`config.mk`:
```
export PLATFORM = sky130hd
export DESIGN_NAME = dataio_port_arbiter
export DESIGN_NICKNAME = d
export VERILOG_FILES = /design/src/rtl/dataio_port_arbiter.sv
export SDC_FILE = /design/constraint.sdc
export NUM_CORES = 1
export LEC_CHECK = 0
export CAP_MARGIN = 20
export CORE_AREA = 2 2 180 182
export CTS_BUF_LIST = sky130_fd_sc_hd__clkbuf_4 sky130_fd_sc_hd__clkbuf_8
export DETAILED_ROUTE_END_ITERATION = 12
export DIE_AREA = 0 0 182 184
export MAX_ROUTING_LAYER = met4
export RECOVER_POWER = 100
export SETUP_SLACK_MARGIN = 0.02
export SYNTH_ARGS = -nofsm -noshare
export SYNTH_HDL_FRONTEND = slang
export SYNTH_SLANG_ARGS = --single-unit
```
`constraint.sdc`:
```
create_clock -name iCLOCK -period 2.3 [get_ports iCLOCK]
set_clock_uncertainty 0.2 [all_clocks]
set_input_delay 0.46 -clock iCLOCK [delete_from_list [all_inputs] [get_ports iCLOCK]]
set_output_delay 0.46 -clock iCLOCK [all_outputs]
set_load 0.01 [all_outputs]
```
`src/rtl/dataio_port_arbiter.sv`:
```
// Two-requester arbiter for the core data/IO memory port.
// Channel 0 is the execute-stage load/store port, channel 1 the exception
// context push unit. One transaction is outstanding at a time; read data is
// routed back to the channel that issued it and a flush discards in-flight work.
// Optional build macro: DATAIO_PORT_ARBITER_ROUND_ROBIN_EN (round-robin when
// both channels request; fixed priority to channel 0 when undefined).
//
// Handshake: a channel request is taken in the cycle where iCHn_REQ=1 and
// oCHn_BUSY=0; the memory takes oMEM_REQ in the cycle where oMEM_REQ=1 and
// iMEM_BUSY=0. Both requesters hold their request and fields until taken.
module dataio_port_arbiter #(
  parameter int unsigned TIMEOUT_CYCLES = 255
) (
  input  logic        iCLOCK,
  input  logic        iRESET_SYNC,
  input  logic        iFLUSH,
  input  logic        iCH0_REQ,
  output logic        oCH0_BUSY,
  input  logic [1:0]  iCH0_ORDER,
  input  logic        iCH0_RW,
  input  logic [31:0] iCH0_ADDR,
  input  logic [31:0] iCH0_DATA,
  output logic        oCH0_VALID,
  output logic [31:0] oCH0_DATA,
  output logic        oCH0_ERR,
  input  logic        iCH1_REQ,
  output logic        oCH1_BUSY,
  input  logic [1:0]  iCH1_ORDER,
  input  logic        iCH1_RW,
  input  logic [31:0] iCH1_ADDR,
  input  logic [31:0] iCH1_DATA,
  output logic        oCH1_VALID,
  output logic [31:0] oCH1_DATA,
  output logic        oCH1_ERR,
  input  logic [31:0] iSYSREG_TIDR,
  input  logic [31:0] iSYSREG_PSR,
  input  logic [31:0] iSYSREG_PDTR,
  output logic        oMEM_REQ,
  input  logic        iMEM_BUSY,
  output logic [1:0]  oMEM_ORDER,
  output logic        oMEM_RW,
  output logic [13:0] oMEM_TID,
  output logic [1:0]  oMEM_MMUMOD,
  output logic [31:0] oMEM_PDT,
  output logic [31:0] oMEM_ADDR,
  output logic [31:0] oMEM_DATA,
  input  logic        iMEM_REQ,
  input  logic [31:0] iMEM_DATA,
  output logic [1:0]  debug_state
);

  typedef enum logic [1:0] {
    ST_IDLE  = 2'd0,
    ST_ISSUE = 2'd1,
    ST_WAIT  = 2'd2,
    ST_DRAIN = 2'd3
  } state_t;

  localparam bit       WD_EN = (TIMEOUT_CYCLES != 0);
  localparam logic [8:0] TMO = 9'(TIMEOUT_CYCLES);

  state_t      state, state_nxt;
  logic        owner;
  logic [7:0]  timer;
  logic        grant0, grant1, accept, idle_ok;
  logic        timeout_hit;
  logic        ret_fire, ret_err;
  logic [31:0] ret_data;
  logic        ch0_valid_q, ch1_valid_q, ch0_err_q, ch1_err_q;
  logic [31:0] ch0_data_q, ch1_data_q;
  logic [1:0]  lat_order;
  logic        lat_rw;
  logic [31:0] lat_addr, lat_data;
  logic        unused_sysreg;

`ifdef DATAIO_PORT_ARBITER_ROUND_ROBIN_EN
  logic        rr;
  logic        pick1;
`endif

  // Combinational grant: only in IDLE, never during flush or reset.
  always_comb begin
    idle_ok = (state == ST_IDLE) && !iFLUSH && !iRESET_SYNC;
`ifdef DATAIO_PORT_ARBITER_ROUND_ROBIN_EN
    pick1   = iCH1_REQ && (!iCH0_REQ || rr);
    grant1  = idle_ok && pick1;
    grant0  = idle_ok && iCH0_REQ && !pick1;
`else
    grant0  = idle_ok && iCH0_REQ;
    grant1  = idle_ok && iCH1_REQ && !iCH0_REQ;
`endif
    accept  = grant0 || grant1;
  end

  // Watchdog fires on the cycle the timer would reach the configured limit.
  assign timeout_hit = WD_EN && (({1'b0, timer} + 9'd1) == TMO);

  // Next-state and read-return selection; flush outranks responses and timeouts.
  always_comb begin
    state_nxt = state;
    ret_fire  = 1'b0;
    ret_err   = 1'b0;
    ret_data  = 32'h0;
    case (state)
      ST_IDLE: begin
        if (accept) state_nxt = ST_ISSUE;
      end
      ST_ISSUE: begin
        if (!iMEM_BUSY) begin
          if (lat_rw)      state_nxt = ST_IDLE;
          else if (iFLUSH) state_nxt = ST_DRAIN;
          else             state_nxt = ST_WAIT;
        end else if (iFLUSH) begin
          state_nxt = ST_IDLE;
        end
      end
      ST_WAIT: begin
        if (iFLUSH) begin
          state_nxt = iMEM_REQ ? ST_IDLE : ST_DRAIN;
        end else if (iMEM_REQ) begin
          state_nxt = ST_IDLE;
          ret_fire  = 1'b1;
          ret_data  = iMEM_DATA;
        end else if (timeout_hit) begin
          state_nxt = ST_DRAIN;
          ret_fire  = 1'b1;
          ret_err   = 1'b1;
        end
      end
      ST_DRAIN: begin
        if (iMEM_REQ) state_nxt = ST_IDLE;
      end
      default: state_nxt = ST_IDLE;
    endcase
  end

  // State, watchdog timer, latched memory fields and channel return registers.
  always_ff @(posedge iCLOCK) begin
    if (iRESET_SYNC) begin
      state       <= ST_IDLE;
      owner       <= 1'b0;
      timer       <= 8'h0;
      lat_order   <= 2'b00;
      lat_rw      <= 1'b0;
      lat_addr    <= 32'h0;
      lat_data    <= 32'h0;
      ch0_valid_q <= 1'b0;
      ch1_valid_q <= 1'b0;
      ch0_err_q   <= 1'b0;
      ch1_err_q   <= 1'b0;
      ch0_data_q  <= 32'h0;
      ch1_data_q  <= 32'h0;
    end else begin
      state       <= state_nxt;
      timer       <= ((state == ST_WAIT) && (state_nxt == ST_WAIT)) ? timer + 8'd1 : 8'h0;
      ch0_valid_q <= ret_fire && !owner;
      ch1_valid_q <= ret_fire && owner;
      ch0_err_q   <= ret_fire && !owner && ret_err;
      ch1_err_q   <= ret_fire && owner && ret_err;
      if (ret_fire && !owner) ch0_data_q <= ret_data;
      if (ret_fire && owner)  ch1_data_q <= ret_data;
      if (accept) begin
        owner     <= grant1;
        lat_order <= grant1 ? iCH1_ORDER : iCH0_ORDER;
        lat_rw    <= grant1 ? iCH1_RW    : iCH0_RW;
        lat_addr  <= grant1 ? iCH1_ADDR  : iCH0_ADDR;
        lat_data  <= grant1 ? iCH1_DATA  : iCH0_DATA;
      end
    end
  end

`ifdef DATAIO_PORT_ARBITER_ROUND_ROBIN_EN
  // Round-robin pointer points at the channel not served by the last accept.
  always_ff @(posedge iCLOCK) begin
    if (iRESET_SYNC) rr <= 1'b0;
    else if (accept) rr <= grant0;
  end
`endif

  assign oCH0_BUSY   = !grant0;
  assign oCH1_BUSY   = !grant1;
  assign oCH0_VALID  = ch0_valid_q;
  assign oCH1_VALID  = ch1_valid_q;
  assign oCH0_ERR    = ch0_err_q;
  assign oCH1_ERR    = ch1_err_q;
  assign oCH0_DATA   = ch0_data_q;
  assign oCH1_DATA   = ch1_data_q;
  assign oMEM_REQ    = (state == ST_ISSUE) && !iRESET_SYNC;
  assign oMEM_ORDER  = lat_order;
  assign oMEM_RW     = lat_rw;
  assign oMEM_ADDR   = lat_addr;
  assign oMEM_DATA   = lat_data;
  assign oMEM_TID    = iSYSREG_TIDR[13:0];
  assign oMEM_MMUMOD = iSYSREG_PSR[1:0];
  assign oMEM_PDT    = iSYSREG_PDTR;
  assign debug_state = state;

  assign unused_sysreg = ^{iSYSREG_TIDR[31:14], iSYSREG_PSR[31:2]};

endmodule

```
* Yosys cells after proc, flatten, opt, wreduce, memory -nomap -nowiden
Cells that the tools add are included.
** Storage, ports and cells
- Word-level logic and storage cells :: 66
- Input bits :: 269
- Register bits after elaboration :: 146
- Output and inout bits :: 188
** Cells by class
- Muxes and demuxes :: 25
- Equal/unequal tests :: 5
- $add $sub $neg :: 2
- Bitwise gates (word level) :: 1
- Reduce and logical (&&, ||, !) cells :: 20
** Operators with widths (number)
- 32-bit 2-to-1 mux :: 5
- 2-bit 2-to-1 mux :: 10
- 1-bit logical AND :: 11
- 8-bit by 1-bit adder with 9-bit output, second input constant :: 1
- 9-bit by 8-bit equality test with 1-bit output, second input constant :: 1
- 1-bit 2-to-1 mux :: 9
- 8-bit by 1-bit adder with 8-bit output, second input constant :: 1
- 2-bit case mux with 4 select lines :: 1
- 2-bit equality test, second input constant :: 3
- 1-bit zero test :: 6
- 2-bit by 1-bit equality test with 1-bit output, second input constant :: 1
- 2-bit zero test :: 1
- 2-bit OR reduction :: 1
- 1-bit logical OR :: 1
- 1-bit inverter :: 1

* Logic depth before layout (Yosys ltp)
Gate-level depths: netlist of run 1.
- Word-level depth :: 12
- Mapped depth :: 8

* Worst setup path after synthesis of run 1
Ideal clock, no wire load.
- Kind :: input to output
- Start :: in iFLUSH
- End :: out oCH1_BUSY
- Cell stages on the path :: 5
- Required time :: 1640 ps
- Data arrival time :: 1396 ps
- Setup slack :: 244 ps
- Path through :: nor4_1 -> nand3b_1 -> clkbuf_1 -> buf_6 -> buf_6
** On the way
- Word-level cells in the longest chain between the ends :: 6
** Ends and longest elaborated chain
- start, declared :: RTL line 16 : input logic iFLUSH,
- 1-bit zero test :: RTL line 83 : idle_ok = (state == ST_IDLE) && !iFLUSH && !iRESET_SYNC;
- 1-bit logical AND (2 in a row) :: RTL line 83
- 1-bit logical AND (2 in a row) :: RTL line 90 : grant1 = idle_ok && iCH1_REQ && !iCH0_REQ;
- 1-bit zero test :: RTL line 181 : assign oCH1_BUSY = !grant1;
- end, declared :: RTL line 27 : output logic oCH1_BUSY,
Every way passes these cells.

* Worst setup path in the final report of run 1
- Start :: reg state[0], in the netlist debug_state[0]
- End :: reg ch1_data_q[14], in the netlist oCH1_DATA[14]
** On the way
- Word-level cells in the longest chain between the ends :: 3
- Elaborated cells between the ends (all ways) :: 4
** Ends and longest elaborated chain
- start, declared :: RTL line 62 : state_t state, state_nxt;
- start signal, assigned :: RTL line 154 : state <= state_nxt;
- 2-bit equality test (*) :: RTL line 104 : case (state)
- 1-bit 2-to-1 mux :: RTL line 104
- 1-bit logical AND :: RTL line 161 : if (ret_fire && owner) ch1_data_q <= ret_data;
- end signal, assigned :: RTL line 161
- end, declared :: RTL line 70 : logic [31:0] ch0_data_q, ch1_data_q;
Mark *: on every way between the ends. The rest lies on a longest branch, timed or not.
A chain may end at the register's enable or synchronous reset.

==> flow_summary.toml, run 1 <==
[run_status]
status = "completed"

[global_routing]
grt_first_pass_wirelength_um = 33800
antenna_found_initial = 0
grtUsageTotal = 0.132
grt_pass1_vias = 5985
gr-total-overflow = 0
grt_max_degree = 137

[worst_setup_path]
r2r-end = "oCH1_DATA[14]$_SDFFE_PP0P_"
rr_startpoint = "debug_state[0]$_SDFF_PP0_"
r2r_slack_ns = 0.11
endpoint_kind = "register"
crit_path_start_kind = "register"
critPathRequiredTime_ns = 2.38
critical_path_class = "register to register"
arrival_ns = 2.27
ff2ff_path_depth = 8
crit_fanout = 14

[power_and_ir_drop]
power_density_nw_per_um2 = 607
p_leak_nw = 4.40
ir_drop_v = 0.000304

[route]
dr.pass1.iters = 4
drt_wl_total_um = 22800
drc_errors = 0
ant_nets = 0
vias = 6242
vias_per_cell = 4.57
wire_per_inst_um = 16.7
drt_iter0_drc = 310

[logic_synthesis]
ys_ff_latch = 146
ys_seq_area_frac = 0.445
synth_warnings = 0
postSynthAreaPerCell_um2 = 9.59
synthCells = 684
syn-cell-area_um2 = 6560
synth_cell_type_count = 33
syn-num-nets = 955

[final_layout]
syn_to_final_growth_pct = 60.7
drive_above_1_share = 0.0935
mostFrequentLayoutCell = "clkdlybuf4s50_1"
antenna_cells = 0
fin_util = 0.336
final_net_count = 1222
final_cell_mix = "clkdlybuf4s50_1 (171), dfxtp_1 (145), dlygate4sd3_1 (135)"

[sta]
fmax_ghz = 0.456
hold_viol = 0
maxSlewViolCount = 0
fin_tns_setup_ns = 0
layout_setup_ws_ns = 0.106
slew_headroom = 0.506
finalSetupViolCount = 0
worstMarginPinSlew_ns = 0.734
period_share = 0.954
min_period_ns = 2.19
rsz0062_at_grt = "no"

[floorplanning]
die_h_um = 184
io_pins = 457
start_util = 0.209
dieArea_um2 = 33500
core-area_um2 = 31400
die_w_um = 182
rows = 65

[cts]
ctsHoldBuffers = 0
htree_levels = 4
clkTransAtPathRegs_ns = 0.09
cts_tree = "done"
clkLatencyLatePin_ns = 0.42
cts.sinks = 146
cts_made_buffers = 17
clock_path_buffers = 2
cts-root-buf = "clkbuf_8"

[place]
place_ws_ns = -0.625
place.gp.congestion = 0.766
hpwl_um = 16600
port_buffers = 312

[job]
drv_cap = 0

[hold_path]
min_path_type = "register to register"
hp-start = "oMEM_DATA[21]$_SDFFE_PP0P_"
min_to = "oMEM_DATA[21]$_SDFFE_PP0P_"
hold_depth = 2
-- state kept, by name, indices dropped and copies added, names as in the netlist, 2 cells and up --
| register | count |
|---|---|
| timer | 8 |
| debug_state | 2 |
| oMEM_ADDR | 32 |
| oMEM_DATA | 32 |
| oCH1_DATA | 32 |
| oMEM_ORDER | 2 |
| oCH0_DATA | 32 |
-- cell usage after synthesis --
master    count  share of area
dfxtp_1     146           0.45
inv_1         2         0.0011
nand2_1      35          0.020
a21o_1        2         0.0023
mux2i_1      67           0.10
nor3_1        2         0.0015
xor2_1        5         0.0067
nor2b_1       2         0.0019
o22ai_1       1        0.00095
a21oi_1       2         0.0015
ha_1          2         0.0038
or3b_1        1         0.0013
nor2_8        2         0.0061
nor4b_1       2         0.0027
nand3_1       8         0.0061
buf_6         8          0.014
and3_1        2         0.0019
o41ai_2       1         0.0025
buf_1         9         0.0051
clkbuf_1     24          0.014
nor4_1        3         0.0029
xnor2_1       2         0.0027
nand2b_1      1        0.00095
o21ai_0       1        0.00076
a31oi_1      65          0.062
o21a_1        1         0.0011
buf_4        56          0.064
a211oi_1     67          0.077
buf_2        20          0.015
nand3b_1      1         0.0011
nor3b_1       1         0.0011
a311oi_1     64          0.085
nor2_1       79          0.045
-- how the worst max path moves through the flow --
| stage | start | endpoint | cells after the start | slack (ns) |
|---|---|---|---|---|
| finish | debug_state[0]$_SDFF_PP0_ | oCH1_DATA[14]$_SDFFE_PP0P_ | 8 | 0.11 |
| global route | debug_state[0]$_SDFF_PP0_ | oCH1_DATA[0]$_SDFFE_PP0P_ | 7 | 0.02 |
| CTS | iFLUSH | oCH1_BUSY | 5 | 0.06 |
| detailed placement | iFLUSH | oCH1_BUSY | 5 | -0.63 |
| global placement | iFLUSH | oCH1_BUSY | 5 | -0.66 |
| floorplan | iFLUSH | oCH1_BUSY | 5 | 0.24 |
-- area by class of cell --
cell class,count,area (um2)
flip-flops and latches,146,2920
inverters,2,7.51
multi-input cells,419,2920
fillers,3239,20800
clock inverters,9,249
clock buffers,22,290
well taps,402,503
repair buffers,365,3650
-- critical path, cell delays in order, from the launching register on --
cell and delay, ns:
dfxtp_1 0.35, buf_4 0.17, or3b_1 0.35, buf_4 0.19, nor2_8 0.28, buf_12 0.15
clkbuf_16 0.16, buf_4 0.12, a311oi_1 0.07
-- timing repair --
action	in CTS	in global routing
setup endpoints to repair	62	31
cloned	0	4
pin swaps	1	6
buffers inserted	0	2
gates resized for setup	11	3
hold endpoints to repair	0	0
-- per-stage QoR --
stage	hold WS, ns	cell area (um2)	power, mW	instances
after floorplan	0.249	6560	3.20	684
after global placement	0.276	9920	3.75	1328
after detailed placement	0.281	9920	3.76	1328
after CTS	0.262	10500	6.57	1359
after global routing	0.300	10500	6.70	1365
final	0.296	10500	6.40	1365
-- per-layer routing --
layer	vias to the layer above	routed length, um	GRT usage
li1	3092	-	-
met1	2883	9340	0.152
met2	255	11600	0.227
met3	12	1590	0.0368
met4	0	318	0.0358
met5	-	0	-
-- where the power goes --
group	internal, mW	switching [mW]	total (mW)
registers	2.62	0.0474	2.67
logic	0.547	0.435	0.981
clock network	1.73	1.02	2.75
total	4.90	1.50	6.40
-- kinds of logic after synthesis --
| family | Yosys count | synth area share |
|---|---|---|
| xor+xnor | 7 | 0.00934 |
| compound gates | 204 | 0.233 |
| buf+inv | 119 | 0.113 |
| mux | 67 | 0.102 |
| fa+ha+maj | 2 | 0.00381 |
| flops | 146 | 0.445 |
| simple gates | 139 | 0.0929 |
Note: power is estimated with default switching activity, not from simulation.
==> run 2, diff against run 1 <==
ABC_CLOCK_PERIOD_IN_PS = 2300   (was default)
==> results of run 2 <==
Same layout as run 1: the final DEF is identical, and so are final timing and power.
